[src/rtl/fpu_sequencer_if.sv]
// Command / FPU / result bundle for fpu_sequencer.
// Command in:  in_valid, in_ready, in_opA, in_opB, in_op
// FPU issue:   fpu_opA, fpu_opB, fpu_op, fpu_start
// FPU return:  fpu_result, fpu_overflow, fpu_underflow, fpu_inexact
// Result out:  out_valid, out_ready, out_result, out_flags, out_op
// slave is the sequencer's view; master is the surrounding environment's view.
interface fpu_sequencer_if;
    logic        in_valid;
    logic        in_ready;
    logic [15:0] in_opA;
    logic [15:0] in_opB;
    logic [1:0]  in_op;

    logic [15:0] fpu_opA;
    logic [15:0] fpu_opB;
    logic [1:0]  fpu_op;
    logic        fpu_start;
    logic [15:0] fpu_result;
    logic        fpu_overflow;
    logic        fpu_underflow;
    logic        fpu_inexact;

    logic        out_valid;
    logic        out_ready;
    logic [15:0] out_result;
    logic [2:0]  out_flags;
    logic [1:0]  out_op;

    modport slave (
        input  in_valid, in_opA, in_opB, in_op,
        output in_ready,
        output fpu_opA, fpu_opB, fpu_op, fpu_start,
        input  fpu_result, fpu_overflow, fpu_underflow, fpu_inexact,
        output out_valid, out_result, out_flags, out_op,
        input  out_ready
    );

    modport master (
        output in_valid, in_opA, in_opB, in_op,
        input  in_ready,
        input  fpu_opA, fpu_opB, fpu_op, fpu_start,
        output fpu_result, fpu_overflow, fpu_underflow, fpu_inexact,
        input  out_valid, out_result, out_flags, out_op,
        output out_ready
    );
endinterface

[src/rtl/fpu_sequencer.sv]
// Queues half-precision FPU commands in a small FIFO and issues them one at a
// time to an external fixed-latency FPU, holding each result until consumed.
// Ports: clk, reset_n (async active-low), bus (fpu_sequencer_if.slave: command
// intake, FPU issue/return, result handshake), count (FIFO occupancy), busy.
module fpu_sequencer #(
    parameter int unsigned DEPTH   = 4,
    parameter int unsigned ADD_LAT = 2,
    parameter int unsigned MUL_LAT = 3,
    parameter int unsigned DIV_LAT = 8
) (
    input  logic           clk,
    input  logic           reset_n,
    fpu_sequencer_if.slave bus,
    output logic [3:0]     count,
    output logic           busy
);

    localparam int unsigned PTR_W = $clog2(DEPTH);
    localparam int unsigned CNT_W = 4;

    typedef struct packed {
        logic [1:0]  op;
        logic [15:0] op_a;
        logic [15:0] op_b;
    } cmd_t;

    typedef enum logic [1:0] {
        IDLE = 2'd0,
        EXEC = 2'd1,
        DONE = 2'd2
    } state_t;

    state_t             state;
    state_t             state_d;
    cmd_t               mem [DEPTH];
    cmd_t               in_cmd;
    cmd_t               head;
    logic [PTR_W-1:0]   wr_ptr;
    logic [PTR_W-1:0]   rd_ptr;
    logic [3:0]         lat_cnt;
    logic               push_c;
    logic               pop_c;
    logic               cap_c;
    logic               done_c;

    logic [15:0]        fpu_op_a_q;
    logic [15:0]        fpu_op_b_q;
    logic [1:0]         fpu_op_q;
    logic               fpu_start_q;
    logic               out_valid_q;
    logic [15:0]        out_result_q;
    logic [2:0]         out_flags_q;
    logic [1:0]         out_op_q;

    // Execution cycles per opcode.
    function automatic logic [3:0] lat_of(input logic [1:0] op);
        logic [3:0] lat;
        unique case (op)
            2'b10:   lat = 4'(MUL_LAT);
            2'b11:   lat = 4'(DIV_LAT);
            default: lat = 4'(ADD_LAT);
        endcase
        return lat;
    endfunction

    // Intake depends only on the registered occupancy.
    assign bus.in_ready = (count != CNT_W'(DEPTH));
    assign push_c       = bus.in_valid && bus.in_ready;
    assign in_cmd       = '{op: bus.in_op, op_a: bus.in_opA, op_b: bus.in_opB};
    assign head         = mem[rd_ptr];
    assign busy         = (state != IDLE) || (count != '0);

    assign bus.fpu_opA    = fpu_op_a_q;
    assign bus.fpu_opB    = fpu_op_b_q;
    assign bus.fpu_op     = fpu_op_q;
    assign bus.fpu_start  = fpu_start_q;
    assign bus.out_valid  = out_valid_q;
    assign bus.out_result = out_result_q;
    assign bus.out_flags  = out_flags_q;
    assign bus.out_op     = out_op_q;

    // State register.
    always_ff @(posedge clk or negedge reset_n) begin
        if (!reset_n) begin
            state <= IDLE;
        end else begin
            state <= state_d;
        end
    end

    // Next state and control strobes.
    always_comb begin
        state_d = state;
        pop_c   = 1'b0;
        cap_c   = 1'b0;
        done_c  = 1'b0;
        unique case (state)
            IDLE: begin
                if (count != '0) begin
                    pop_c   = 1'b1;
                    state_d = EXEC;
                end
            end
            EXEC: begin
                if (lat_cnt == 4'd1) begin
                    cap_c   = 1'b1;
                    state_d = DONE;
                end
            end
            DONE: begin
                if (bus.out_ready) begin
                    done_c  = 1'b1;
                    state_d = IDLE;
                end
            end
            default: state_d = IDLE;
        endcase
    end

    // FIFO storage; contents need no reset since occupancy gates every read.
    always_ff @(posedge clk) begin
        if (push_c) begin
            mem[wr_ptr] <= in_cmd;
        end
    end

    // FIFO pointers and occupancy.
    always_ff @(posedge clk or negedge reset_n) begin
        if (!reset_n) begin
            wr_ptr <= '0;
            rd_ptr <= '0;
            count  <= '0;
        end else begin
            if (push_c) begin
                wr_ptr <= wr_ptr + PTR_W'(1);
            end
            if (pop_c) begin
                rd_ptr <= rd_ptr + PTR_W'(1);
            end
            unique case ({push_c, pop_c})
                2'b10:   count <= count + CNT_W'(1);
                2'b01:   count <= count - CNT_W'(1);
                default: count <= count;
            endcase
        end
    end

    // Issue registers and latency counter; operands persist until the next pop.
    always_ff @(posedge clk or negedge reset_n) begin
        if (!reset_n) begin
            fpu_op_a_q  <= '0;
            fpu_op_b_q  <= '0;
            fpu_op_q    <= '0;
            fpu_start_q <= 1'b0;
            lat_cnt     <= '0;
        end else begin
            fpu_start_q <= pop_c;
            if (pop_c) begin
                fpu_op_a_q <= head.op_a;
                fpu_op_b_q <= head.op_b;
                fpu_op_q   <= head.op;
                lat_cnt    <= lat_of(head.op);
            end else if (state == EXEC) begin
                lat_cnt <= lat_cnt - 4'd1;
            end
        end
    end

    // Result capture and hold.
    always_ff @(posedge clk or negedge reset_n) begin
        if (!reset_n) begin
            out_valid_q  <= 1'b0;
            out_result_q <= '0;
            out_flags_q  <= '0;
            out_op_q     <= '0;
        end else begin
            if (cap_c) begin
                out_valid_q  <= 1'b1;
                out_result_q <= bus.fpu_result;
                out_flags_q  <= {bus.fpu_overflow, bus.fpu_underflow, bus.fpu_inexact};
                out_op_q     <= fpu_op_q;
            end else if (done_c) begin
                out_valid_q  <= 1'b0;
            end
        end
    end

endmodule

[src/flat_wrapper.sv]
// flat-port wrapper written by rule: the top's interface ports become plain ports
module fpu_sequencer_flat 
#(
    parameter int unsigned DEPTH   = 4,
    parameter int unsigned ADD_LAT = 2,
    parameter int unsigned MUL_LAT = 3,
    parameter int unsigned DIV_LAT = 8
)
  (clk, reset_n, count, busy, bus_in_valid, bus_in_opA, bus_in_opB, bus_in_op, bus_in_ready, bus_fpu_opA, bus_fpu_opB, bus_fpu_op, bus_fpu_start, bus_fpu_result, bus_fpu_overflow, bus_fpu_underflow, bus_fpu_inexact, bus_out_valid, bus_out_result, bus_out_flags, bus_out_op, bus_out_ready);
  fpu_sequencer_if bus_i ();
  input  logic clk;
  input  logic reset_n;
  output logic [3:0] count;
  output logic busy;
  input wire logic [$bits(bus_i.in_valid)-1:0] bus_in_valid;
  input wire logic [$bits(bus_i.in_opA)-1:0] bus_in_opA;
  input wire logic [$bits(bus_i.in_opB)-1:0] bus_in_opB;
  input wire logic [$bits(bus_i.in_op)-1:0] bus_in_op;
  output wire logic [$bits(bus_i.in_ready)-1:0] bus_in_ready;
  output wire logic [$bits(bus_i.fpu_opA)-1:0] bus_fpu_opA;
  output wire logic [$bits(bus_i.fpu_opB)-1:0] bus_fpu_opB;
  output wire logic [$bits(bus_i.fpu_op)-1:0] bus_fpu_op;
  output wire logic [$bits(bus_i.fpu_start)-1:0] bus_fpu_start;
  input wire logic [$bits(bus_i.fpu_result)-1:0] bus_fpu_result;
  input wire logic [$bits(bus_i.fpu_overflow)-1:0] bus_fpu_overflow;
  input wire logic [$bits(bus_i.fpu_underflow)-1:0] bus_fpu_underflow;
  input wire logic [$bits(bus_i.fpu_inexact)-1:0] bus_fpu_inexact;
  output wire logic [$bits(bus_i.out_valid)-1:0] bus_out_valid;
  output wire logic [$bits(bus_i.out_result)-1:0] bus_out_result;
  output wire logic [$bits(bus_i.out_flags)-1:0] bus_out_flags;
  output wire logic [$bits(bus_i.out_op)-1:0] bus_out_op;
  input wire logic [$bits(bus_i.out_ready)-1:0] bus_out_ready;
  assign bus_i.in_valid = bus_in_valid;
  assign bus_i.in_opA = bus_in_opA;
  assign bus_i.in_opB = bus_in_opB;
  assign bus_i.in_op = bus_in_op;
  assign bus_in_ready = bus_i.in_ready;
  assign bus_fpu_opA = bus_i.fpu_opA;
  assign bus_fpu_opB = bus_i.fpu_opB;
  assign bus_fpu_op = bus_i.fpu_op;
  assign bus_fpu_start = bus_i.fpu_start;
  assign bus_i.fpu_result = bus_fpu_result;
  assign bus_i.fpu_overflow = bus_fpu_overflow;
  assign bus_i.fpu_underflow = bus_fpu_underflow;
  assign bus_i.fpu_inexact = bus_fpu_inexact;
  assign bus_out_valid = bus_i.out_valid;
  assign bus_out_result = bus_i.out_result;
  assign bus_out_flags = bus_i.out_flags;
  assign bus_out_op = bus_i.out_op;
  assign bus_i.out_ready = bus_out_ready;
  fpu_sequencer #(.DEPTH(DEPTH), .ADD_LAT(ADD_LAT), .MUL_LAT(MUL_LAT), .DIV_LAT(DIV_LAT)) u_core (.clk(clk), .reset_n(reset_n), .bus(bus_i), .count(count), .busy(busy));
endmodule
[config.mk]
export PLATFORM = sky130hd
export DESIGN_NAME = fpu_sequencer_flat
export DESIGN_NICKNAME = d
export VERILOG_FILES = /design/src/rtl/fpu_sequencer_if.sv /design/src/rtl/fpu_sequencer.sv /design/src/flat_wrapper.sv
export SDC_FILE = /design/constraint.sdc
export NUM_CORES = 1
export LEC_CHECK = 0
export ABC_AREA = 0
export CAP_MARGIN = 5
export CORE_AREA = 5 5 125 127
export CTS_BUF_LIST = sky130_fd_sc_hd__clkbuf_2
export CTS_CLUSTER_SIZE = 24
export DETAILED_ROUTE_END_ITERATION = 8
export DIE_AREA = 0 0 130 132
export PLACE_DENSITY = 0.85
export RECOVER_POWER = 50
export SYNTH_ARGS = -nofsm -noshare
export SYNTH_HDL_FRONTEND = slang
export SYNTH_SLANG_ARGS = --single-unit
[constraint.sdc]
create_clock -name clk -period 2.66 [get_ports clk]
set_input_delay 0.665 -clock clk [delete_from_list [all_inputs] [get_ports clk]]
set_output_delay 0.665 -clock clk [all_outputs]
set_load 0.02 [all_outputs]
==> results of run 1 <==
==> cell type report <==
| class | count | share of cell area [%] |
|---|---|---|
| Sequential cell | 207 | 60.2 |
| Clock inverter | 18 | 1.25 |
| Multi-Input combinational cell | 219 | 19.1 |
| Tap cell | 184 | 2.36 |
| Antenna cell | 1 | 0.0257 |
| Inverter | 7 | 0.295 |
| Timing Repair Buffer | 134 | 13.1 |
| Clock buffer | 72 | 3.70 |
==> per-stage QoR <==
stage | utilization, % | hold WS, ns
detailed placement | 65.0 | 0.463
floorplan | - | 0.369
global route | 68.1 | 0.451
CTS | 68.6 | 0.00938
finish | 68.1 | 0.383
global placement | 65.0 | 0.458
==> sequential cells by signal, summed over array words and instances (netlist names) <==
| register | count |
|---|---|
| u_core.bus.fpu_op | 2 |
| u_core.bus.fpu_opA | 16 |
| u_core.bus.fpu_opB | 16 |
| u_core.bus.fpu_start | 1 |
| u_core.bus.out_flags | 3 |
| u_core.bus.out_op | 2 |
| u_core.bus.out_result | 16 |
| u_core.bus.out_valid | 1 |
| u_core.count | 4 |
| u_core.lat_cnt | 4 |
| u_core.mem | 136 |
| u_core.rd_ptr | 2 |
| u_core.state | 2 |
| u_core.wr_ptr | 2 |
==> where the power goes <==
group / leakage, nW / total [mW] / switching, mW / internal (mW)
clock network: 0.355 / 2.09 / 1.17 / 0.918
logic: 1.38 / 4.30 / 2.24 / 2.06
registers: 2.10 / 4.98 / 0.507 / 4.47
total: 3.83 / 11.4 / 3.92 / 7.45
==> cell usage in the layout, fill, tap and decap left out, drive strengths merged, types with 3 or more instances in the layout <==
| master | synthesis | final |
|---|---|---|
| xor2 | 5 | 5 |
| mux2 | 23 | 23 |
| a21oi | 3 | 3 |
| nor2 | 4 | 4 |
| clkinv | 0 | 16 |
| dlygate4sd3 | 0 | 34 |
| xnor2 | 6 | 6 |
| clkdlybuf4s50 | 0 | 82 |
| clkbuf | 2 | 81 |
| buf | 17 | 9 |
| o21ai | 6 | 6 |
| inv | 7 | 7 |
| ha | 9 | 9 |
| edfxtp | 136 | 136 |
| nand2b | 3 | 3 |
| mux4 | 34 | 34 |
| dfrtp | 71 | 71 |
| and3 | 4 | 4 |
| nand2 | 110 | 110 |
==> kinds of logic after synthesis <==
family,count (synthesis),synth area share [%]
simple gates,130,6.90
compound gates,12,0.921
fa+ha+maj,9,1.43
mux,57,13.0
flops,207,74.3
xor+xnor,11,1.22
buf+inv,26,2.19
==> per-layer routing <==
layer / GRT usage, % / routed length (um) / up-vias
li1: - / - / 2027
met3: 5.75 / 977 / 28
met5: 0 / 11 / -
met4: 6.18 / 286 / 2
met2: 31.0 / 7890 / 130
met1: 21.4 / 5760 / 2162
==> what timing repair did <==
item / 4_1_cts / 5_1_grt
setup buffers: 3 / 0
gates resized for setup: 7 / 3
gates cloned: 0 / 0
endpoints found under the setup margin: 3 / 2
==> final timing paths <==
check / to / cells after the start / start
max: count[3] / 1 / u_core.count[3]
min: u_core.bus.out_result[14] / 1 / reset_n
max reg2reg: u_core.count[3] / 9 / u_core.count[1]
min reg2reg: u_core.bus.fpu_opA[15] / 2 / u_core.bus.fpu_opA[15]
max in group asynchronous: u_core.count[0] / 1 / reset_n
min in group clk: u_core.bus.fpu_opA[15] / 2 / u_core.bus.fpu_opA[15]
==> summary.txt, run 1 <==
Worst VDD drop -> 0.000490 V
Clk sink count -> 207
Top delay family on crit path -> buffers and inverters
Post-synth top cells -> edfxtp_1 (136), nand2_1 (110), dfrtp_1 (71)
Slew Limit Fails -> 72
All-Layer GR Usage -> 18.0%
Max H-tree Level -> 2
Slowest-stage cell, CP -> clkdlybuf4s50_1
Tcrit/Tclk final -> 94.7%
Crit-path cells -> clkdlybuf4s50_1
Leak -> 3.83 nW
Post-Syn Instances -> 452
Die height -> 132 um
CTS tree -> done
Synth Flop Type -> edfxtp_1
Placed cell area -> 9310 um^2
Dpl ws -> 0.0378 ns
Largest fanout on the critical path -> 4
Layout net count -> 684
Count leader, synth -> edfxtp_1
Final instance area -> 9750 um^2
First-pass GRT wire length -> 24000 um
Overflow after GRT -> 0
RSZ-0062 raised after global routing -> false
Post-DR wirelength/cell -> 17.7 um
Avg Inst Size Synth -> 17.4 um^2
CTS root buffer -> clkbuf_2
Worst Skew -> 0.0340 ns
Status -> complete, but fails checks
Share of cells above drive strength 1 -> 24.5%
Antenna violations before repair -> 2
Die Span X -> 130 um
Multi-input logic area -> 1860 um^2
Crit path DAT -> 1.85 ns
Gp weighted congestion -> 0.742
Reg area -> 5870 um^2
Synth area leader -> edfxtp_1
Post-synth cell types -> 32
Final ANT Viol Nets -> 0
CP required -> 2.00 ns
Min cycle time layout -> 2.52 ns
Setup TNS Final -> 0 ns
Number of global-route vias before repair -> 4805
Slew HR -> -18.5%
Worst setup margin -> 0.141 ns
Vias per cell -> 5.17
Largest net degree at the start of global routing -> 72
Clock-pin slew on the worst setup and hold paths -> 0.11 ns
Synth Register Bits -> 207
Fin. Hold Viols -> 0
Post-Syn Nets -> 518
Crit Path Class -> flop to output port
I/O Pins -> 120
Yosys warns -> 0
Hold Crit Class -> primary input to async pin
# setup viols final -> 0
# fillers -> 997
Clk_lat worst skew -> 0.75 ns
Finished Layout Cells -> 842
Num CTS Buffers -> 49
Initial core utilization -> 55.1%
Seq/Total Area, Yosys -> 74.3%
Flop2flop setup slack -> 0.41 ns
Placed Cells incl. Taps -> 748
Top post-synthesis cells by area -> edfxtp_1 (52%), dfrtp_1 (23%), mux4_2 (9.7%), nand2_1 (5.2%), mux2_2 (3.3%)
Crit path buffers/inverters -> 1
Initial DRC Count -> 187
Peak Freq -> 0.397 GHz
Core region area -> 14300 um^2
Synthesized area -> 7880 um^2
Die area -> 17200 um^2
Tot Pwr -> 11.4 mW
Clock Tree Buf Depth -> 3
First-pass iteration count of the detailed router -> 4
Critical path launch point type -> flop
Max Cap Viol -> 1
Synth-to-Final Area Change -> 23.6%
Rows -> 44
P per Cell Area -> 1170 nW/um^2
Post-synth EDFFs -> 136
CP Capture Type -> output port
Via count -> 4349
Worst Tran Pin Value -> 1.78 ns
Yosys top cell area share -> 51.8%
Post-DP HPWL -> 9280 um
Post-CTS Hold Buffers -> 0
PortBufs -> 119
WL final -> 14900 um
CP peak stage delay -> 0.66 ns
DRC viols -> 0
Failing checks -> capacitance limit, slew limit
Asr flop ratio synth -> 34.3%
Power figures use the tool's default switching activity.
==> inputs of run 2 (changes only) <==
SKIP_CTS_REPAIR_TIMING = 1   (was default)
==> run 2 against run 1 <==
  * The flow still finishes with violations (capacitance limit, slew limit)
  * Critical path depth did not move
  * Via count fell by 0.44%
  * Non-clock buffer count fell by 3
==> summary.txt, run 2 (same netlist as run 1, synthesis figures left out) <==
Failing checks -> capacitance limit, slew limit
Worst Tran Pin Value -> 1.78 ns
Critical path launch point type -> flop
Tot Pwr -> 11.3 mW
Placed Cells incl. Taps -> 748
Max FFs per register -> 136
Slew HR -> -18.6%
Antenna violations before repair -> 2
Slowest-stage cell, CP -> clkdlybuf4s50_1
Synth-to-Final Area Change -> 23.5%
Initial DRC Count -> 208
Final ANT Viol Nets -> 0
Leak -> 3.83 nW
Die Span X -> 130 um
Crit path DAT -> 1.85 ns
Crit Path Class -> flop to output port
Largest register by flop count -> u_core.mem
Top delay family on crit path -> buffers and inverters
Die area -> 17200 um^2
Vias per cell -> 5.16
Finished Layout Cells -> 839
Share of cells above drive strength 1 -> 24.0%
CTS tree -> done
Max H-tree Level -> 2
Min cycle time layout -> 2.52 ns
Number of global-route vias before repair -> 4791
WL final -> 14900 um
Status -> complete, but fails checks
First-pass GRT wire length -> 24000 um
Worst Skew -> 0.0318 ns
Placed cell area -> 9310 um^2
# setup viols final -> 0
All-Layer GR Usage -> 18.0%
Final instance area -> 9730 um^2
Rows -> 44
Overflow after GRT -> 0
Hold Worst Slack -> 0.385 ns
CP Capture Type -> output port
Die height -> 132 um
Clk sink count -> 207
Commonest non-fill, non-tap cell in the layout -> edfxtp_1
PortBufs -> 119
Clock-pin slew on the worst setup and hold paths -> 0.10 ns
I/O Pins -> 120
CTS root buffer -> clkbuf_2
First-pass iteration count of the detailed router -> 4
Crit path buffers/inverters -> 1
Fin. Hold Viols -> 0
Hold Crit Class -> primary input to async pin
RSZ-0062 raised after global routing -> false
Layout net count -> 681
P per Cell Area -> 1160 nW/um^2
Peak Freq -> 0.397 GHz
Crit-path cells -> clkdlybuf4s50_1
Setup TNS Final -> 0 ns
CP peak stage delay -> 0.66 ns
Num CTS Buffers -> 49
Clock Tree Buf Depth -> 3
Worst VDD drop -> 0.000490 V
Clk_lat worst skew -> 0.75 ns
Gp weighted congestion -> 0.742
Slew Limit Fails -> 72
Via count -> 4330
DRC viols -> 0
Commonest non-fill, non-tap cells in the layout -> edfxtp_1 (136), nand2_1 (110), clkdlybuf4s50_1 (81)
# fillers -> 1001
Largest fanout on the critical path -> 4
Post-DR wirelength/cell -> 17.8 um
CP required -> 2.00 ns
Tcrit/Tclk final -> 94.7%
Initial core utilization -> 55.1%
Post-DP HPWL -> 9280 um
Largest net degree at the start of global routing -> 72
Max Cap Viol -> 1
Core region area -> 14300 um^2
==> run 2: cell count changes in the layout (fill, tap and decap cells not counted), sizes merged <==
cell	delta
buf	-3
clkbuf	-1
clkdlybuf4s50	-1
dlymetal6s2s	+2
==> run 2: worst paths after layout <==
path / startpoint / to / slack (ns) / depth (start not counted)
worst max register to register: u_core.count[1] / u_core.count[2] / 0.36 / 11
min in group clk: u_core.bus.fpu_opA[15] / u_core.bus.fpu_opA[15] / 0.48 / 2
worst max-delay path: u_core.count[3] / count[3] / 0.14 / 1
worst min register to register: u_core.bus.fpu_opA[15] / u_core.bus.fpu_opA[15] / 0.48 / 2
max in group asynchronous: reset_n / u_core.count[0] / 1.09 / 1
worst min-delay path: reset_n / u_core.bus.out_result[14] / 0.38 / 1
==> run 2: through the flow <==
stage | util [%] | setup slack (ns)
after floorplan | - | 0.174
after global placement | 65.0 | 0.100
after detailed placement | 65.0 | 0.0378
after CTS | 68.4 | -0.343
after global routing | 68.0 | 0.00143
final | 68.0 | 0.141
==> run 2: cell type report <==
cell class,instances,area (um^2),share of cell area (%)
Timing Repair Buffer,131,1260,12.9
Sequential cell,207,5870,60.3
Tap cell,184,230,2.37
Inverter,7,28.8,0.296
Clock buffer,72,360,3.70
Clock inverter,18,121,1.25
Multi-Input combinational cell,219,1860,19.2
Antenna cell,1,2.50,0.0257
==> run 2: metal layers <==
metal	wire length (um)	track usage, %
met5	11	0
met1	5760	21.4
met4	287	6.18
met2	7870	30.9
met3	973	5.75
==> run 2: worst reg2reg max path: cells and delay by family, from the launching register on <==
kind            cells  cell delay (ns)
simple gates        4             0.68
flops               1             0.49
xor+xnor            3             0.39
fa+ha+maj           2             0.38
compound gates      1             0.14
buf+inv             1             0.11
==> run 2: where the power goes <==
part           switching (mW)  internal (mW)
Clock                    1.17          0.918
Combinational            2.22           2.03
Sequential              0.520           4.47
